File: src/rtl/mult_div_unit.sv
// mult_div_unit: iterative radix-2 multiply / multiply-accumulate / divide
// unit with HI/LO result registers. One iteration per clock, 32 iterations.
// Optional divider datapath (ops 100/101) compiled in when MDU_DIV_EN is defined.
module mult_div_unit (
  input  logic        clk,
  input  logic        rst,
  input  logic        start,
  input  logic [2:0]  op,
  input  logic [31:0] a,
  input  logic [31:0] b,
  input  logic        mthi,
  input  logic        mtlo,
  input  logic [31:0] wdata,
  output logic        busy,
  output logic        done,
  output logic [31:0] hi,
  output logic [31:0] lo
);

  typedef enum logic [1:0] {IDLE, RUN, DONE} state_t;

  state_t      state, state_nx;
  logic [4:0]  cnt;
  logic [31:0] mcand;      // multiplicand magnitude, or divisor magnitude
  logic [31:0] acc;        // upper product half, or partial remainder
  logic [31:0] mq;         // multiplier / dividend shifting out, result shifting in
  logic        sgn_q;      // signed operation
  logic        madd_q;     // accumulate onto {hi,lo}
  logic        neg_res;    // product / quotient must be negated
`ifdef MDU_DIV_EN
  logic        div_q;
  logic        neg_rem;    // remainder takes the sign of the dividend
  logic [31:0] a_q;        // raw dividend, returned as remainder on divide by zero
  logic [32:0] shl, trial;
  logic [31:0] quo, rem;
`endif

  logic        legal, accept, wr_ok, last;
  logic        sgn;
  logic [31:0] a_mag, b_mag;
  logic [32:0] sum;
  logic [31:0] it_acc, it_mq;
  logic [63:0] prod;
  logic [31:0] res_hi, res_lo;

  // Decode op legality, operand magnitudes and acceptance of a new start
  always_comb begin
`ifdef MDU_DIV_EN
    legal = (op[2:1] != 2'b11);
`else
    legal = ~op[2];
`endif
    sgn    = ~op[0];
    accept = start & legal & (state != RUN);
    wr_ok  = (state != RUN);
    last   = (state == RUN) && (cnt == 5'd31);
    a_mag  = (sgn & a[31]) ? (32'd0 - a) : a;
    b_mag  = (sgn & b[31]) ? (32'd0 - b) : b;
  end

  // One radix-2 iteration: shift-add multiply, or restoring shift-subtract divide
  always_comb begin
    sum    = {1'b0, acc} + (mq[0] ? {1'b0, mcand} : 33'd0);
    it_acc = sum[32:1];
    it_mq  = {sum[0], mq[31:1]};
`ifdef MDU_DIV_EN
    shl   = {acc, mq[31]};
    trial = shl - {1'b0, mcand};
    if (div_q) begin
      if (!trial[32]) begin
        it_acc = trial[31:0];
        it_mq  = {mq[30:0], 1'b1};
      end else begin
        it_acc = shl[31:0];
        it_mq  = {mq[30:0], 1'b0};
      end
    end
`endif
  end

  // Final result from the last iteration: sign correction and accumulation
  always_comb begin
    prod = {it_acc, it_mq};
    if (neg_res) prod = 64'd0 - prod;
    if (madd_q)  prod = prod + {hi, lo};
    res_hi = prod[63:32];
    res_lo = prod[31:0];
`ifdef MDU_DIV_EN
    quo = neg_res ? (32'd0 - it_mq)  : it_mq;
    rem = neg_rem ? (32'd0 - it_acc) : it_acc;
    if (div_q) begin
      // a zero divisor magnitude means b was zero
      if (mcand == 32'd0) begin
        res_lo = '1;
        res_hi = a_q;
      end else begin
        res_lo = quo;
        res_hi = rem;
      end
    end
`endif
  end

  // State register
  always_ff @(posedge clk or posedge rst) begin
    if (rst) state <= IDLE;
    else     state <= state_nx;
  end

  // Next-state and status outputs
  always_comb begin
    state_nx = state;
    busy     = 1'b0;
    done     = 1'b0;
    case (state)
      IDLE: if (accept) state_nx = RUN;
      RUN: begin
        busy = 1'b1;
        if (cnt == 5'd31) state_nx = DONE;
      end
      DONE: begin
        done     = 1'b1;
        state_nx = accept ? RUN : IDLE;
      end
      default: state_nx = IDLE;
    endcase
  end

  // Operand latch and iteration datapath
  always_ff @(posedge clk or posedge rst) begin
    if (rst) begin
      cnt     <= '0;
      mcand   <= '0;
      acc     <= '0;
      mq      <= '0;
      sgn_q   <= 1'b0;
      madd_q  <= 1'b0;
      neg_res <= 1'b0;
`ifdef MDU_DIV_EN
      div_q   <= 1'b0;
      neg_rem <= 1'b0;
      a_q     <= '0;
`endif
    end else if (accept) begin
      cnt     <= '0;
      acc     <= '0;
      sgn_q   <= sgn;
      madd_q  <= ~op[2] & op[1];
      neg_res <= sgn & (a[31] ^ b[31]);
      mcand   <= a_mag;
      mq      <= b_mag;
`ifdef MDU_DIV_EN
      div_q   <= op[2];
      neg_rem <= sgn & a[31];
      a_q     <= a;
      if (op[2]) begin
        mcand <= b_mag;
        mq    <= a_mag;
      end
`endif
    end else if (state == RUN) begin
      cnt <= cnt + 5'd1;
      acc <= it_acc;
      mq  <= it_mq;
    end
  end

  // HI/LO: updated on completion, or by mthi/mtlo outside RUN
  always_ff @(posedge clk or posedge rst) begin
    if (rst) begin
      hi <= '0;
      lo <= '0;
    end else if (last) begin
      hi <= res_hi;
      lo <= res_lo;
    end else if (wr_ok) begin
      if (mthi) hi <= wdata;
      if (mtlo) lo <= wdata;
    end
  end

endmodule

File: config.mk
export PLATFORM = sky130hd
export DESIGN_NAME = mult_div_unit
export DESIGN_NICKNAME = d
export VERILOG_FILES = /design/src/rtl/mult_div_unit.sv
export SDC_FILE = /design/constraint.sdc
export NUM_CORES = 1
export LEC_CHECK = 0
export ABC_AREA = 0
export CAP_MARGIN = 40
export CORE_UTILIZATION = 59
export DETAILED_ROUTE_END_ITERATION = 6
export PLACE_DENSITY = 0.83
export SLEW_MARGIN = 20
export SYNTH_ARGS = -nofsm -noshare
export SYNTH_HDL_FRONTEND = slang
export SYNTH_SLANG_ARGS = --single-unit
File: constraint.sdc
create_clock -name clk -period 8.35 [get_ports clk]
set_input_delay 2.0875 -clock clk [delete_from_list [all_inputs] [get_ports clk]]
set_output_delay 2.0875 -clock clk [all_outputs]
set_load 0.03 [all_outputs]
==> impl_metrics.yaml <==
logic_synthesis:
  synth_common_cells: "nand2_1 (238), a21oi_1 (192), o21ai_0 (192)"
  synth_top_cell_by_area: "dfrtp_1"
  synth-adder-area-share: 0.0851
  synth_async_sr_flop_share: 1.00
  synth_edf_count: 0
  ys_ff_latch: 169
  synth_ff_type: "dfrtp_1"
  synthXorXnorAreaFrac: 0.106
  syn_avg_cell_area_um2: 7.95
  synth_compound_area_frac: 0.303
  synth_cell_types: 89
  syn_nets: 2213
  synthesis.area_um2: 15900
  yosysWarnings: 0
  syn_inst: 2002
  synth.area.mux_share: 0.0204
  synth_most_common_cell: "nand2_1"
  yosys-top-cells-area: "dfrtp_1 (27%), ha_1 (8.3%), a21oi_1 (6.0%), o21ai_0 (6.0%), xnor2_1 (5.9%)"
  synth_top_family_by_area: "compound AO/OA/AOI/OAI gates"
  synth_simple_gate_area_frac: 0.184
  synth_top_cell_area_share: 0.266
  seq_area_frac_synth: 0.266
placed_design:
  place_congestion: 1.03
  dp_hpwl_mm: 38.2
  portBuffers: 169
  dp.cells: 2424
  post-place-ws_ps: 1680
flow_run:
  max-cap-violations: 0
routing:
  drt-initial-drc-count: 1523
  dr.pass1.iters: 7
  vias_per_cell: 6.53
  avgRoutedWirePerCell_um: 20.1
  ant_nets: 0
  drc_errors: 14
  wl_mm: 49.6
  vias: 16100
sta:
  fin_skew_ps: 14.4
  setup_tns_ps: 0
  fmax_ghz: 0.149
  rsz0062_at_grt: "false"
  min_period_over_period: 0.806
  slew_headroom: 0.373
  tightest_slew_ps: 934
  setup-violations-final: 0
  finalHoldViolations: 0
  setup_ws_ps: 1620
  period_needed_ps: 6730
  slew_viol_final: 0
global_routing:
  top_usage_layer: "met2"
  met1_usage: 0.511
  grt_max_degree: 96
  grt_pass1_vias: 14900
  gr-usage-met2: 0.559
  grt_first_pass_wirelength_mm: 79.5
  gr-usage-met3: 0.0443
  grt_usage: 0.360
  antenna_found_initial: 0
  overflow: 0
worst_setup_path:
  critPathLaunchType: "register"
  cp.required_ps: 8660
  r2r_cells: 23
  cp_max_fo: 33
  cp.arrival_ps: 7030
  end_kind: "register"
  crit_type: "reg2reg"
floorplan:
  die_w_um: 166
  die_area_um2: 27600
  initial_core_util: 0.606
  core_um2: 26300
  die_h_um: 166
  io_pins: 170
  core.rowCount: 59
cts:
  post_cts.repair.setup_buffers: 0
  cts.clk_slew.worst_paths_ps: 80
  cts_resized: 0
  cts_made_buffers: 17
  cts_max_path_buffers: 2
  insertion_delay_ps: 450
  cts_sinks: 169
  htreeDepth: 4
  cts_root_buffer: "clkbuf_16"
  hold_buffers: 0
  cts_tree: "yes"
final_layout:
  drive_gt1_frac: 0.0475
  area_growth_pct: 16.7
  seqCellArea_um2: 4230
  final_util: 0.707
  fin_cells: 2460
  fill_cells: 2143
  multi_input_area_um2: 11100
  antennaDiodeCount: 0
  fin_nets: 2323
min_path:
  hold_depth: 2
  hold_class: "reg2reg"
status:
  status: "finished, violations left"
  violations: "design-rule violations"
worst max-delay path, cell delays in order, from the launching register on:
cell	delay [ps]
dfrtp_1	640
and2_1	280
ha_1	230
fa_1	470
a21o_1	190
a211o_1	310
a221oi_1	330
o221ai_1	280
nor3_2	340
nand2_1	140
or4_1	520
o31ai_1	300
xnor2_1	140
ha_1	400
nand4_1	140
nor2_1	160
nand4_1	110
a311oi_1	480
nor3b_1	150
nor2_1	270
a21oi_1	100
o311ai_0	390
xnor2_1	170
a21oi_1	80
cell usage in the layout (no fill, tap or decap), types with 6 or more instances in the layout:
master           count
o211ai_1            18
o31ai_1             33
and4_1               6
o21ai_1             18
a211oi_1            36
o22ai_1              9
a21oi_1            191
nor3_1              35
o21ai_0            192
nand4_1             21
o41ai_1             17
nor4_1              10
clkbuf_16           17
nand2b_1            17
xor2_1              82
a21boi_0             6
a31oi_1             24
dfrtp_1            167
o21bai_1            20
o21a_1              13
nor2b_1              9
or3_1               17
nand3_1             28
inv_1               42
ha_1               105
and2_1              49
inv_6                6
mux2i_1             29
buf_4               16
a22o_1              35
clkdlybuf4s50_1    169
nor2_1             125
a211o_1              8
nand2_1            236
a21o_1              57
and3_1              15
xnor2_1            108
or4_1               12
registers in the layout, indices dropped and copies added (netlist names), 2 cells and up:
name   flops
mq        32
state      2
acc       32
cnt        5
lo        32
hi        32
mcand     32
layout make-up:
class                      count  area share
multi-input combinational   1687       0.600
sequential                   169       0.228
inverter                      45     0.00936
clock inverter                14      0.0111
timing repair buffer         192       0.106
clock buffer                  18      0.0236
tap                          335      0.0226
layer usage:
metal | part of all wire | vias up
met4 | 0.036 | 0
li1 | - | 7588
met3 | 0.083 | 105
met1 | 0.44 | 7630
met2 | 0.44 | 750
met5 | 0 | -
stage by stage:
stage          instance area, um^2  hold slack [ps]
2_1_floorplan                15900              442
3_3_place_gp                 17800              454
3_5_place_dp                 17900              463
4_1_cts                      18500              480
5_1_grt                      18600              501
6_report                     18600              475
cells by family after synthesis:
group                    after synthesis
AO/OA/AOI/OAI                        748
XOR/XNOR                             191
adder cells (fa/ha/maj)              107
buffers and inverters                146
flip-flops                           169
multiplexers                          32
AND/OR/NAND/NOR                      609
worst paths after layout:
path | start | end | slack [ps]
min in group asynchronous | rst | mq[16] | 2050
max in group asynchronous | rst | madd_q | 5070
worst max-delay path | mq[0] | hi[31] | 1620
worst min register to register | mcand[28] | mcand[28] | 480
worst max register to register | mq[0] | hi[31] | 1620
worst min-delay path | mcand[28] | mcand[28] | 480
Power is not shown: default switching activity piles up to over one toggle a cycle in this logic, so the estimate is an artifact.
==> edit 1, RTL diff (same flow settings) <==
Encoding of `state_t`: now one-hot (3 bits for 3 states).
--- a/src/rtl/mult_div_unit.sv
+++ b/src/rtl/mult_div_unit.sv
@@ -18,5 +18,5 @@
 );
 
-  typedef enum logic [1:0] {IDLE, RUN, DONE} state_t;
+  typedef enum logic [2:0] {IDLE = 3'b001, RUN = 3'b010, DONE = 3'b100} state_t;
 
   state_t      state, state_nx;
Formal check against the unedited RTL: same outputs for any inputs over 10 cycles, from zero or initial values and one cycle with rst high; not proved beyond that.
==> edit 1 against the original RTL <==
The run still ends with DRC left; non-clock buffer count down 3; sequential share of layout area grew 0.30 points; die area shrank 0.20%; worst setup slack got worse by 0.47 ns; design area shrank 0.71%; wire length decreased by 0.77%; synthesized area down 0.20%; sequential cell count grew 1; highest routed layer unchanged.
==> edit 1: results (changes against the original RTL) <==
Outcome
  • Status: finished, violations left (unchanged)
  • Failing checks: DRC (unchanged)

Worst hold path
  • Hold path startpoint: mcand[13]$_DFFE_PP0P_ (was mcand[28]$_DFFE_PP0P_)
  • WHS Path Cells: 2 (unchanged)
  • Hold Path Sink: mcand[13]$_DFFE_PP0P_ (was mcand[28]$_DFFE_PP0P_)
  • Worst min path class: reg2reg (unchanged)

Critical path
  • FF-to-FF Start: mq[0]$_DFFE_PP0P_ (unchanged)
  • R2r setup slk: 1.15 ns (was 1.62 ns)
  • Setup crit end: hi[29]$_DFFE_PP0P_ (was hi[31]$_DFFE_PP0P_)
  • CP max-delay cell: dfrtp_1 (unchanged)
  • Worst-path fanout max: 33 (unchanged)
  • Crit path arrival time: 7.52 ns (was 7.03 ns)
  • Crit path max-delay family: compound AO/OA/AOI/OAI gates (unchanged)
  • Crit Path Class: reg2reg (unchanged)
  • R2R cell count: 22 (was 23)

Route
  • Vias: 15870 (was 16073)
  • DR iter-0 viols: 1555 (was 1523)
  • Final WL: 49200 µm (was 49600 µm)
  • Number of remaining DRC errors: 15 (was 14)

Power and ir drop
  • P_leak: 0.00778 µW
  • Worst ir drop on vdd: 0.165 mV
  • Sw Ratio: 0.452
  • Clock network fraction of design power: 0.202

Clocking
  • CTS clk-pin slew, worst paths: 0.07 ns
  • Post-CTS Setup Bufs: 0 (unchanged)
  • CTS Buf Count: 17 (unchanged)
  • CTS-repair resized insts: 0 (unchanged)
  • Root buffer cell: clkbuf_16 (unchanged)
  • Maximum clock insertion buffer count: 2 (unchanged)
  • Worst skew pair latency: 0.44 ns
  • H-tree depth: 4 (unchanged)

Timing
  • Least-Margin Pin Slew: 0.828 ns (was 0.934 ns)
  • Final setup viols: 0 (unchanged)
  • Layout Skew: 0.0168 ns (was 0.0144 ns)

Place
  • Dpl hpwl: 37500 µm (was 38200 µm)
  • GPL Wtd Cong: 0.968 (was 1.03)
  • Port-buffer cells: 169 (unchanged)

Synthesis
  • Post-synth ARST share: 1.00 (unchanged)
  • Top cells by area, synth: dfrtp_1 (27%), ha_1 (8.3%), o21ai_0 (6.8%), xnor2_1 (6.6%), nand2_1 (6.3%) (was dfrtp_1 (27%), ha_1 (8.3%), a21oi_1 (6.0%), o21ai_0 (6.0%), xnor2_1 (5.9%))
  • Synth top cells by count: nand2_1 (268), o21ai_0 (216), a21oi_1 (196), dfrtp_1 (169), nor2_1 (148) (was nand2_1 (238), a21oi_1 (192), o21ai_0 (192), dfrtp_1 (169), nor2_1 (126))
  • Netlist cell types: 90 (was 89)
  • Sequential element share of the synthesized area: 0.268 (was 0.266)
  • Post-Syn Nets: 2258 (was 2213)

Layout
  • Layout cell share with drive strength beyond 1: 0.0449 (was 0.0475)
  • Nets: 2356 (was 2323)
  • # fillers: 2140 (was 2143)
  • Inserted Diodes: 0 (unchanged)

GRT
  • GR Util All Layers: 0.356 (was 0.360)
  • Largest net degree at the start of global routing: 83 (was 96)
  • Initial antenna violation count: 0 (unchanged)
  • Vias in the first global route: 14510 (was 14863)
  • First-pass GRT wire length: 78600 µm (was 79500 µm)
-- edit 1: changes by cell type in the layout (fill, tap and decap cells not counted), sizes merged, moves of 10 or more --
cell	change
nand3	+35
a22o	-34
nand2	+30
nor2	+22
a21o	-15
nor3	-13
o21ai	+13
and2	-12
nor4	+11
xnor2	+11
xor2	-10
-- edit 1: routing by layer --
metal,global-route usage,wire (µm),share of wire
met4,0.132,1580,0.032
met3,0.0441,3590,0.073
met5,0,0,0
met1,0.516,22500,0.46
met2,0.544,21500,0.44
-- edit 1: area by class of cell --
class / instances / area, µm² / area share
clock buffer: 19 / 443 / 0.0240
clock inverter: 13 / 156 / 0.00848
sequential: 170 / 4260 / 0.231
inverter: 37 / 144 / 0.00780
multi-input combinational: 1730 / 11100 / 0.601
tap: 335 / 419 / 0.0227
timing repair buffer: 189 / 1930 / 0.105
-- edit 1: cell families (layout without fill, tap and decap cells) --
logic type,after synthesis,in the layout,share of synthesized area
AOI/OAI and AO/OA,694,694,0.269
xor gates and xnor gates,193,193,0.108
adders and majority gates,107,107,0.0852
buffers and inverters,147,258,0.0349
DFF,170,170,0.268
muxes,28,28,0.0181
and+or+nand+nor,708,708,0.217
-- edit 1: per-stage QoR --
step / setup WS, ns / hold WS, ns / area (µm²) / power [µW] / cells
2_1_floorplan: 1.66 / 0.442 / 15900 / 2660 / 2047
3_3_place_gp: 1.51 / 0.456 / 17700 / 3210 / 2452
3_5_place_dp: 1.32 / 0.467 / 17800 / 3260 / 2458
4_1_cts: 1.30 / 0.481 / 18400 / 4110 / 2490
5_1_grt: 0.590 / 0.508 / 18400 / 4420 / 2493
6_report: 1.15 / 0.479 / 18400 / 4160 / 2493
==> edit 2, RTL diff (same flow settings) <==
Made on the original files. Add a define of `MDU_DIV_EN`.
--- a/src/rtl/mult_div_unit.sv
+++ b/src/rtl/mult_div_unit.sv
@@ -2,4 +2,6 @@
 // unit with HI/LO result registers. One iteration per clock, 32 iterations.
 // Optional divider datapath (ops 100/101) compiled in when MDU_DIV_EN is defined.
+`define MDU_DIV_EN
+
 module mult_div_unit (
   input  logic        clk,
Check against the original RTL: not equivalent (a bounded check fails within 4 cycles, from zero or initial values and one cycle with rst high).
==> edit 2 against the original RTL <==
The flow still finishes with violations (DRC); critical path depth rose by 7; worst setup slack got worse by 1.4 ns; sequential cell count rose by 34; non-clock buffer count rose by 90; critical endpoint is now hi[28]$_DFFE_PP0P_; clock skew rose by 0.022 ns; synthesized area rose by 43%; wire length rose by 100%; synthesized cell count rose by 53%; design area rose by 42%; die area rose by 43%.
Power is not shown: default switching activity piles up to over one toggle a cycle in this logic, so the estimate is an artifact.
==> edit 2: results (changes against the original RTL) <==
Outcome
  • Status: finished, violations left (unchanged)
  • Failing checks: DRC (unchanged)

Synthesis
  • Mapped Cells: 3057 (was 2002)
  • Top cells by area, synth: dfrtp_1 (22%), ha_1 (7.8%), a21oi_1 (7.0%), o21ai_0 (5.8%), nand2_1 (5.7%) (was dfrtp_1 (27%), ha_1 (8.3%), a21oi_1 (6.0%), o21ai_0 (6.0%), xnor2_1 (5.9%))
  • Sequential element share of the synthesized area: 0.223 (was 0.266)
  • Netlist cell types: 97 (was 89)
  • Post-Syn Nets: 3306 (was 2213)

Place
  • Placed Area: 0.0253 mm² (was 0.0179 mm²)
  • GPL Wtd Cong: 1.15 (was 1.03)
  • Dpl hpwl: 78800 µm (was 38200 µm)
  • Pre-CTS WS: 0.139 ns (was 1.68 ns)

Clocking
  • Clock sink total: 203 (was 169)
  • Maximum clock insertion buffer count: 3 (was 2)
  • H-tree depth: 1 (was 4)
  • Worst skew pair latency: 0.59 ns (was 0.45 ns)
  • CTS Buf Count: 26 (was 17)

GRT
  • Met3 Use GR: 0.189 (was 0.0443)
  • GR Util All Layers: 0.495 (was 0.360)
  • Met1 usage: 0.617 (was 0.511)
  • Largest net degree at the start of global routing: 81 (was 96)
  • Met2 GRT Util: 0.719 (was 0.559)
  • Vias in the first global route: 24058 (was 14863)
  • Initial antenna violation count: 5 (was 0)
  • First-pass GRT wire length: 147000 µm (was 79500 µm)

Timing
  • Layout Skew: 0.0360 ns (was 0.0144 ns)
  • Least-Margin Pin Slew: 1.00 ns (was 0.934 ns)

Route
  • DR iter-0 viols: 3857 (was 1523)
  • Number of remaining DRC errors: 2 (was 14)
  • Vias: 26344 (was 16073)
  • DR WL/cell: 26.8 µm (was 20.1 µm)

Critical path
  • Max stage delay on crit path: 0.70 ns (was 0.64 ns)
  • Worst-path fanout max: 14 (was 33)
  • Crit path arrival time: 8.59 ns (was 7.03 ns)
  • CP max-delay cell: o21ai_2 (was dfrtp_1)

Layout
  • Nets: 3440 (was 2323)
  • Register Area: 0.00508 mm² (was 0.00423 mm²)
  • Layout Cells excl Fill: 3726 (was 2460)
  • Inserted Diodes: 4 (was 0)
  • CLK BUF: 40 (was 18)
  • Multi-input gate area: 0.0168 mm² (was 0.0111 mm²)
  • # fillers: 3186 (was 2143)
  • Multi-input gate share of total cell area: 0.638 (was 0.600)
  • Number of non-clock buffers: 282 (was 192)
  • Data buffer area share: 0.0990 (was 0.106)
  • Inverters: 88 (was 45)
  • Multi-input gates: 2590 (was 1687)
  • Layout cell share with drive strength beyond 1: 0.0869 (was 0.0475)

Floorplanning
  • FP Rows: 71 (was 59)
==> edit 2: repair_timing <==
item | in CTS | in global routing
buffers inserted | 0 | 2
gates resized for setup | 0 | 28
endpoints found under the hold margin | 0 | 0
setup endpoints to repair | 0 | 15
==> edit 2: logic make-up (layout without fill, tap and decap cells) <==
family / Yosys count / after routing / share of synthesized area
other cells: 0 / 4 / 0
simple gates: 1036 / 1036 / 0.214
flops: 203 / 203 / 0.223
xor+xnor: 245 / 245 / 0.0940
mux: 91 / 91 / 0.0422
fa+ha+maj: 145 / 145 / 0.0805
compound gates: 1073 / 1073 / 0.299
buf+inv: 264 / 418 / 0.0470
==> edit 2: layer usage <==
layer / part of all wire / wire length, µm / up-vias
li1: - / - / 11523
met4: 0.075 / 7540 / 0
met1: 0.36 / 36300 / 12315
met5: 0 / 0 / -
met2: 0.41 / 40700 / 2095
met3: 0.15 / 15400 / 411
==> edit 2: final timing paths <==
check,from,endpoint,slack [ns],cells after the start
worst max-delay path,mq[31]$_DFFE_PP0P_,hi[28]$_DFFE_PP0P_,0.21,30
worst min-delay path,state[0]$_DFFE_PP0P_,state[0]$_DFFE_PP0P_,0.50,1
worst max register to register,mq[31]$_DFFE_PP0P_,hi[28]$_DFFE_PP0P_,0.21,30
worst min register to register,state[0]$_DFFE_PP0P_,state[0]$_DFFE_PP0P_,0.50,1
max in group asynchronous,rst,lo[20]$_DFFE_PP0P_,5.22,4
min in group asynchronous,rst,acc[21]$_DFFE_PP0P_,1.98,2
